## src/rtl/pf_vf_rtable_lookup.sv

```systemverilog
// Runtime-programmable PF/VF routing table: two-stage lookup of {pf, vf, vf_active}
// against a CSR-writable entry table, returning the mux port ID of the lowest matching entry.
module pf_vf_rtable_lookup #(
    parameter int NUM_PORT    = 2,
    parameter int NUM_ENTRIES = NUM_PORT + 2,
    parameter int PF_WIDTH    = 3,
    parameter int VF_WIDTH    = 12,
    parameter int PID_WIDTH   = (NUM_PORT > 1) ? $clog2(NUM_PORT) : 1,
    parameter int IDX_WIDTH   = (NUM_ENTRIES > 1) ? $clog2(NUM_ENTRIES) : 1,
    parameter int DEFAULT_PID = 0
) (
    input  logic                                  clk,
    input  logic                                  rst,
    input  logic                                  in_valid,
    output logic                                  in_ready,
    input  logic [PF_WIDTH-1:0]                   in_pf,
    input  logic [VF_WIDTH-1:0]                   in_vf,
    input  logic                                  in_vf_active,
    output logic                                  out_valid,
    input  logic                                  out_ready,
    output logic [PID_WIDTH-1:0]                  out_pid,
    output logic                                  out_hit,
    output logic [IDX_WIDTH-1:0]                  out_idx,
    input  logic                                  cfg_wr_en,
    input  logic [IDX_WIDTH-1:0]                  cfg_wr_idx,
    input  logic [PF_WIDTH+VF_WIDTH+PID_WIDTH+3:0] cfg_wr_data,
    input  logic [IDX_WIDTH-1:0]                  cfg_rd_idx,
    output logic [PF_WIDTH+VF_WIDTH+PID_WIDTH+3:0] cfg_rd_data,
    output logic                                  cfg_err,
    output logic [15:0]                           miss_cnt
);

    localparam int EW      = PF_WIDTH + VF_WIDTH + PID_WIDTH + 4;
    localparam int VF_LSB  = PID_WIDTH;
    localparam int PF_LSB  = PID_WIDTH + VF_WIDTH;
    localparam int VA_BIT  = EW - 4;
    localparam int VFW_BIT = EW - 3;
    localparam int PFW_BIT = EW - 2;
    localparam int EN_BIT  = EW - 1;
    localparam logic [PID_WIDTH-1:0] DEF_PID = PID_WIDTH'(DEFAULT_PID);

    logic [EW-1:0]          table_q   [NUM_ENTRIES];
    logic [PID_WIDTH-1:0]   entry_pid [NUM_ENTRIES];
    logic [NUM_ENTRIES-1:0] match_vec;
    logic [NUM_ENTRIES-1:0] wr_sel;
    logic [NUM_ENTRIES-1:0] rd_sel;

    // One register per entry so each can carry its own reset value from the default map.
    generate
        for (genvar gi = 0; gi < NUM_ENTRIES; gi++) begin : g_entry
            localparam logic [EW-1:0] RESET_ENTRY = (gi < NUM_PORT) ?
                {4'b1000, PF_WIDTH'(gi), VF_WIDTH'(0), PID_WIDTH'(gi)} :
                {3'b111, 1'(gi == NUM_ENTRIES - 1), {(PF_WIDTH + VF_WIDTH + PID_WIDTH){1'b0}}};

            logic [EW-1:0] entry_reg;

            assign wr_sel[gi] = (cfg_wr_idx == IDX_WIDTH'(gi));
            assign rd_sel[gi] = (cfg_rd_idx == IDX_WIDTH'(gi));

            always_ff @(posedge clk) begin
                if (rst) begin
                    entry_reg <= RESET_ENTRY;
                end else if (cfg_wr_en && wr_sel[gi]) begin
                    entry_reg <= cfg_wr_data;
                end
            end

            assign table_q[gi]   = entry_reg;
            assign entry_pid[gi] = entry_reg[PID_WIDTH-1:0];
            assign match_vec[gi] = entry_reg[EN_BIT]
                && (entry_reg[VA_BIT] == in_vf_active)
                && (entry_reg[PFW_BIT] || (entry_reg[PF_LSB +: PF_WIDTH] == in_pf))
                && (entry_reg[VFW_BIT] || (entry_reg[VF_LSB +: VF_WIDTH] == in_vf));
        end
    endgenerate

    // An index that selects no entry is out of range: reads return 0, writes flag cfg_err.
    logic [EW-1:0] rd_mux;
    always_comb begin
        rd_mux = '0;
        for (int i = 0; i < NUM_ENTRIES; i++) begin
            if (rd_sel[i]) begin
                rd_mux = rd_mux | table_q[i];
            end
        end
    end

    logic                   s1_valid_reg;
    logic [NUM_ENTRIES-1:0] s1_match_reg;
    logic [PID_WIDTH-1:0]   s1_pid_reg [NUM_ENTRIES];
    logic                   s2_adv;

    assign s2_adv   = !out_valid || out_ready;
    assign in_ready = !s1_valid_reg || s2_adv;

    logic                 pe_hit;
    logic [IDX_WIDTH-1:0] pe_idx;
    logic [PID_WIDTH-1:0] pe_pid;
    always_comb begin
        pe_hit = 1'b0;
        pe_idx = '0;
        pe_pid = DEF_PID;
        for (int i = NUM_ENTRIES - 1; i >= 0; i--) begin
            if (s1_match_reg[i]) begin
                pe_hit = 1'b1;
                pe_idx = IDX_WIDTH'(i);
                pe_pid = s1_pid_reg[i];
            end
        end
    end

    // S1 snapshots the PIDs with the match vector so later table writes cannot alter in-flight results.
    always_ff @(posedge clk) begin
        if (rst) begin
            s1_valid_reg <= 1'b0;
            s1_match_reg <= '0;
            s1_pid_reg   <= '{default: '0};
            out_valid    <= 1'b0;
            out_hit      <= 1'b0;
            out_pid      <= '0;
            out_idx      <= '0;
            cfg_rd_data  <= '0;
            cfg_err      <= 1'b0;
            miss_cnt     <= '0;
        end else begin
            if (in_ready) begin
                s1_valid_reg <= in_valid;
                if (in_valid) begin
                    s1_match_reg <= match_vec;
                    s1_pid_reg   <= entry_pid;
                end
            end
            if (s2_adv) begin
                out_valid <= s1_valid_reg;
                if (s1_valid_reg) begin
                    out_hit <= pe_hit;
                    out_idx <= pe_idx;
                    out_pid <= pe_pid;
                end
            end
            cfg_rd_data <= rd_mux;
            cfg_err     <= cfg_wr_en && !(|wr_sel);
            if (out_valid && out_ready && !out_hit && (miss_cnt != 16'hFFFF)) begin
                miss_cnt <= miss_cnt + 16'd1;
            end
        end
    end

endmodule

```

## config.mk

```make
export PLATFORM = sky130hd
export DESIGN_NAME = pf_vf_rtable_lookup
export DESIGN_NICKNAME = d
export VERILOG_FILES = /design/src/rtl/pf_vf_rtable_lookup.sv
export SDC_FILE = /design/constraint.sdc
export NUM_CORES = 1
export LEC_CHECK = 0
export CAP_MARGIN = 10
export CORE_UTILIZATION = 40
export CTS_BUF_LIST = sky130_fd_sc_hd__clkbuf_2 sky130_fd_sc_hd__clkbuf_4 sky130_fd_sc_hd__clkbuf_8
export CTS_CLUSTER_DIAMETER = 150
export DETAILED_ROUTE_END_ITERATION = 8
export GPL_TIMING_DRIVEN = 0
export HOLD_SLACK_MARGIN = 0.02
export PLACE_DENSITY = 0.68
export RECOVER_POWER = 25
export SETUP_SLACK_MARGIN = 0.3
export SYNTH_ARGS = -nofsm -noshare
export SYNTH_HDL_FRONTEND = slang
export SYNTH_SLANG_ARGS = --single-unit
```

## constraint.sdc

```tcl
create_clock -name clk -period 1.8 [get_ports clk]
set_clock_uncertainty 0.1 [all_clocks]
set_input_delay 0.18 -clock clk [delete_from_list [all_inputs] [get_ports clk]]
set_output_delay 0.18 -clock clk [all_outputs]
set_load 0.01 [all_outputs]
```

==> out/qor.csv, run 1 <==
stage,metric,value,unit
die,fp.dieW,124.4,um
routing,ant_nets,0,
setup_path,endpoint_kind,flop,
setup_path,critPathTopFamily,simple AND/OR/NAND/NOR gates,
setup_path,r2r_start,miss_cnt[8],
finish,largest_reg_flops,80,
setup_path,ff2ff_setup_slack,130,ps
grt,grt_pass1_vias,5125,
timing,finalHoldViolations,0,
grt,antenna_found_initial,0,
clock_network,htreeDepth,4,
status,status,finished clean,
timing,max_slew_margin,0.4867,
setup_path,path_class,reg2reg,
grt,gr-usage-all-layers,0.2370,
timing,tns,0,ps
grt,grt_pass1_wl,28350,um
grt,grt_max_degree,17,
setup_path,cp.required,2080,ps
placement,gp_congestion,0.9874,
timing,hold-worst-slack,135.7,ps
routing,wire_per_inst,17.88,um
synth,synth_edf_count,0,
clock_network,clk_path_buf_depth,2,
finish,drive_gt1_frac,0.2078,
timing,setup_viol,0,
synth,synth_common_cells,"nand2_1 (184), dfxtp_1 (131), a21oi_1 (91)",
worst_hold_path,hold_path_end,s1_match_reg[1],
grt,grt-ovfl-total,0,
synth,ys_warn_count,0,
routing,viasPerCell,5.453,
synth,synth_area_leaders,"dfxtp_1 (44%), nand2_1 (12%), a21oi_1 (7.6%), mux4_2 (7.5%), xor2_1 (7.0%)",
placement,placed_cells,949,
synth,synth.distinct_cells,49,
synth,syn-cell-area,0.005991,mm^2
die,start_util,0.4106,
placement,hpwl,12210,um
clock_network,clk_latency,460,ps
timing,rsz0062_at_grt,true,
timing,worst_pin_slew,770.0,ps
power,p_per_area,780.3,mW/mm^2
worst_hold_path,hp-class,in2reg,
setup_path,cp_slowest_cell,or4_4,
setup_path,r2r-end,miss_cnt[15],
worst_hold_path,hp-start,in_vf_active,
timing,clock.fmax,0.5980,GHz
setup_path,crit_fanout,7,
synth,syn_avg_cell_area,8.746,um^2
clock_network,clk_pin_slew_worst_paths,70,ps
finish,area_delta_synth_final,31.12,%
synth,synthFlopType,dfxtp_1,
timing,slew_viol_final,0,
finish,final_cells,1007,
routing,drt_wl_total,18000,um
routing,route.vias.total,5491,
power,ir_drop,540.6,uV
clock_network,clock-root-buffer,clkbuf_8,
timing,min_period,1672,ps
clock_network,cts_tree,yes,
clock_network,clock_sink_count,131,
setup_path,reg2reg_depth,4,
timing,fin_crit_sh,0.9291,
synth,yosysSeqAreaShare,0.4378,
die,ios,88,
setup_path,worst-endpoint-arrival,1950,ps
die,core,0.01459,mm^2
setup_path,crit_path_max_incr_delay,430,ps
finish,antenna_cells,0,
die,floorplan.die_area,0.01547,mm^2
synth,synth.most_common_cell,nand2_1,
routing,drc,0,
routing,drtIter0Drc,401,
synth,synth_seq_cells,131,
synth,yosysTopAreaCellShare,0.4378,
die,die_h,124.4,um
synth,async_flop_share,0,
synth,synth_area_leader_cell,dfxtp_1,
die,rows,44,
synth,syn_inst,685,
clock_network,numCtsBuffers,17,
placement,portBuffers,80,
synth,syn_nets,731,
routing,drtPass1Iterations,5,
setup_path,critPathLaunchType,flop,
finish,final_nets,857,
setup_path,crit_chain,nand4_4 -> or3_4 -> or4_4 -> a21oi_2,
job,maxCapViolations,0,
power,p_leak,3.185,nW
clock_network,ctsHoldBuffers,0,
worst_hold_path,hold-path-cell-count,4,
setup_path,crit_buf_inv,0,
-- cells in the final DEF, fill, tap and decap left out, types with 6 or more instances in the layout --
master and instances:
clkbuf_8 19, dfxtp_4 11, mux4_2 20, nor4_2 9, dlygate4sd2_1 40, nand2_1 180
buf_6 7, dfxtp_2 8, clkbuf_2 13, clkdlybuf4s50_1 36, a21oi_2 8, nand3_1 6
buf_4 23, xor2_1 48, xnor2_1 16, nand3b_1 12, a21oi_1 83, nor2b_1 25
clkbuf_1 22, a31oi_1 9, dfxtp_1 112, clkinv_2 6, nor2_1 14
-- through the flow --
| step | util | power, mW | setup WS (ps) | instance area [um^2] |
|---|---|---|---|---|
| after global routing | 0.5384 | 6.377 | 38.23 | 7855 |
| after CTS | 0.5240 | 6.124 | 153.2 | 7645 |
| after global placement | 0.4894 | 3.813 | -250.2 | 7139 |
| final | 0.5384 | 6.129 | 127.7 | 7855 |
| after detailed placement | 0.4894 | 3.820 | -254.5 | 7139 |
| after floorplan | - | 3.485 | 202.4 | 6108 |
-- power by group --
part           switching (mW)  internal, mW
combinational           0.411         0.314
sequential             0.0751          2.98
clock                    1.18          1.18
-- cell type report --
| type | count | area (um^2) |
|---|---|---|
| Timing Repair Buffer | 107 | 959.7 |
| Multi-Input combinational cell | 506 | 3401 |
| Clock buffer | 21 | 276.5 |
| Clock inverter | 10 | 83.83 |
| Tap cell | 184 | 230.2 |
| Fill cell | 1338 | 6734 |
| Sequential cell | 131 | 2674 |
| Buffer | 43 | 211.5 |
| Inverter | 5 | 18.77 |
-- metal layers --
metal | routed length [um] | vias up | GRT usage
met3 | 1378 | 27 | 0.05155
met4 | 355 | 0 | 0.07938
met5 | 0 | - | 0
li1 | - | 2605 | -
met1 | 7757 | 2632 | 0.3165
met2 | 8512 | 227 | 0.3783
-- worst min-delay path: cells and delay by family --
family / cells / cell delay (ps)
xor gates and xnor gates: 1 / 160
buffers and inverters: 1 / 150
and+or+nand+nor: 1 / 80
AOI/OAI and AO/OA: 1 / 70
-- worst max-delay path by stage --
stage                     slack, ps  cells past startpoint                 endpoint         start
after floorplan                 200                      6             miss_cnt[13]       out_hit
after global placement         -250                      5  g_entry[0].entry_reg[0]     cfg_wr_en
after detailed placement       -250                      5  g_entry[0].entry_reg[6]     cfg_wr_en
after CTS                       150                      2                 in_ready  s1_valid_reg
after global routing             40                      4             miss_cnt[13]   miss_cnt[0]
final                           130                      4             miss_cnt[15]   miss_cnt[8]
-- repair_timing --
| action | 4_1_cts | 5_1_grt |
|---|---|---|
| pin swaps | 17 | 16 |
| cloned | 1 | 0 |
| setup buffers | 19 | 7 |
| resized for setup | 60 | 62 |
| endpoints found under the setup margin | 71 | 98 |
-- kinds of logic (layout without fill, tap and decap cells) --
kind of cell	Yosys count	after routing	share of synthesized area
simple gates	293	293	0.2331
flops	131	131	0.4378
buf+inv	48	186	0.03321
xor+xnor	64	64	0.09357
fa+ha+maj	1	1	0.002088
mux	27	27	0.08772
compound gates	120	120	0.1119
other cells	1	1	0.0006260
Note: power is estimated with default switching activity, not from simulation.
==> inputs of run 2 (changes only) <==
SKIP_CTS_REPAIR_TIMING = 1   (was not set)
==> run 2 against run 1 <==
  * First-iteration DRC count is 3.7% higher
  * Die area stayed put
  * Critical path depth is 2 higher
  * Cell area is 1.9% lower
  * Sequential share of layout area is 0.67 points higher
==> out/qor.csv, run 2 (synthesis gave the netlist of run 1 again) <==
stage,metric,value,unit
status,status,finished clean,
timing,finalWorstSetupSlack,136.3,ps
timing,worst_pin_slew,777.5,ps
clock_network,clock-root-buffer,clkbuf_8,
finish,layout_commonest_cell,nand2_1,
finish,most-common-layout-cells,"nand2_1 (181), dfxtp_1 (113), a21oi_1 (89), xor2_1 (48), clkdlybuf4s50_1 (37)",
clock_network,numCtsBuffers,17,
finish,antenna_cells,0,
placement,portBuffers,80,
worst_hold_path,hp-class,in2reg,
routing,drtPass1Iterations,4,
placement,hpwl,12210,um
timing,max_slew_margin,0.4816,
die,start_util,0.4106,
setup_path,endpoint_kind,flop,
clock_network,clock_sink_count,131,
routing,drt_wl_total,17640,um
setup_path,worst-endpoint-arrival,1950,ps
job,maxCapViolations,0,
finish,final_nets,837,
routing,drtIter0Drc,416,
die,die_h,124.4,um
clock_network,clk_pin_slew_worst_paths,70,ps
grt,grt_pass1_wl,27770,um
placement,dpl_worst_slack,-254.5,ps
timing,min_period,1664,ps
timing,clock.fmax,0.6011,GHz
clock_network,cts_tree,yes,
setup_path,cp_slowest_cell,or4_4,
setup_path,crit_fanout,10,
grt,grt_max_degree,17,
finish,largest_reg_flops,80,
timing,finalHoldViolations,0,
routing,route.vias.total,5378,
die,fp.dieW,124.4,um
setup_path,crit_path_max_incr_delay,510,ps
die,ios,88,
finish,area_delta_synth_final,28.63,%
setup_path,crit_buf_inv,2,
power,ir_drop,542.5,uV
grt,antenna_found_initial,0,
placement,gp_congestion,0.9874,
setup_path,crit_top_cell,buf_6,
power,p_total,6.126,mW
setup_path,crit_chain,and3b_1 -> buf_6 -> nand2_4 -> buf_6 -> or4_4 -> a21oi_2,
routing,ant_nets,0,
setup_path,path_class,reg2reg,
routing,wire_per_inst,17.87,um
setup_path,critPathLaunchType,flop,
routing,drc,0,
die,rows,44,
setup_path,critPathTopFamily,simple AND/OR/NAND/NOR gates,
clock_network,clk_path_buf_depth,2,
power,p_leak,3.084,nW
grt,grt-ovfl-total,0,
die,floorplan.die_area,0.01547,mm^2
timing,rsz0062_at_grt,true,
timing,setup_viol,0,
clock_network,htreeDepth,4,
clock_network,clk_latency,460,ps
power,p_per_area,795.0,mW/mm^2
finish,drive_gt1_frac,0.1656,
grt,grt_pass1_vias,4968,
timing,fin_crit_sh,0.9243,
grt,gr-usage-all-layers,0.2321,
setup_path,cp.required,2080,ps
die,core,0.01459,mm^2
timing,slew_viol_final,0,
routing,viasPerCell,5.449,
[run 2: cell types whose count changed in the layout (fill, tap and decap cells not counted), moves of 6 or more]
| cell | delta |
|---|---|
| dlygate4sd2_1 | -40 |
| clkdlybuf4s25_1 | +30 |
| buf_4 | -16 |
| dlymetal6s2s_1 | +12 |
| a21oi_1 | +6 |
| a21oi_2 | -6 |
[run 2: layout make-up]
cell class,count,area (um^2)
Timing Repair Buffer,87,885.9
Buffer,43,211.5
Clock buffer,21,276.5
Multi-Input combinational cell,506,3324
Sequential cell,131,2675
Inverter,5,18.77
Tap cell,184,230.2
Clock inverter,10,83.83
Fill cell,1365,6883
[run 2: metrics by stage]
stage	cell area, um^2	cells	hold WS [ps]	utilization	TNS, ps
after floorplan	6108	685	200.9	-	0
after global placement	7139	949	346.5	0.4894	-11930
after detailed placement	7139	949	354.1	0.4894	-12850
after CTS	7500	980	107.5	0.5141	-62.93
after global routing	7706	987	162.1	0.5282	0
final	7706	987	133.9	0.5282	0
[run 2: final timing paths]
path	startpoint	endpoint	slack, ps	cells after the start
min	rst	miss_cnt[3]	130	3
max	out_valid	miss_cnt[13]	140	6
min reg2reg	s1_pid_reg[0]	s1_pid_reg[0]	360	2
max reg2reg	out_valid	miss_cnt[13]	140	6
[run 2: report_power, final]
part           switching [mW]  internal (mW)
clock                    1.18           1.18
sequential             0.0764           2.98
combinational           0.406          0.317
[run 2: worst reg2reg max path, stage by stage (launching register included)]
cell and delay, ps:
dfxtp_4 380, and3b_1 170, buf_6 130, nand2_4 60
buf_6 130, or4_4 510, a21oi_2 120
[run 2: per-layer routing]
metal  share of wire  track usage
met4           0.016      0.07512
met5               0            0
met3           0.074      0.04811
met1            0.44       0.3184
met2            0.47       0.3633
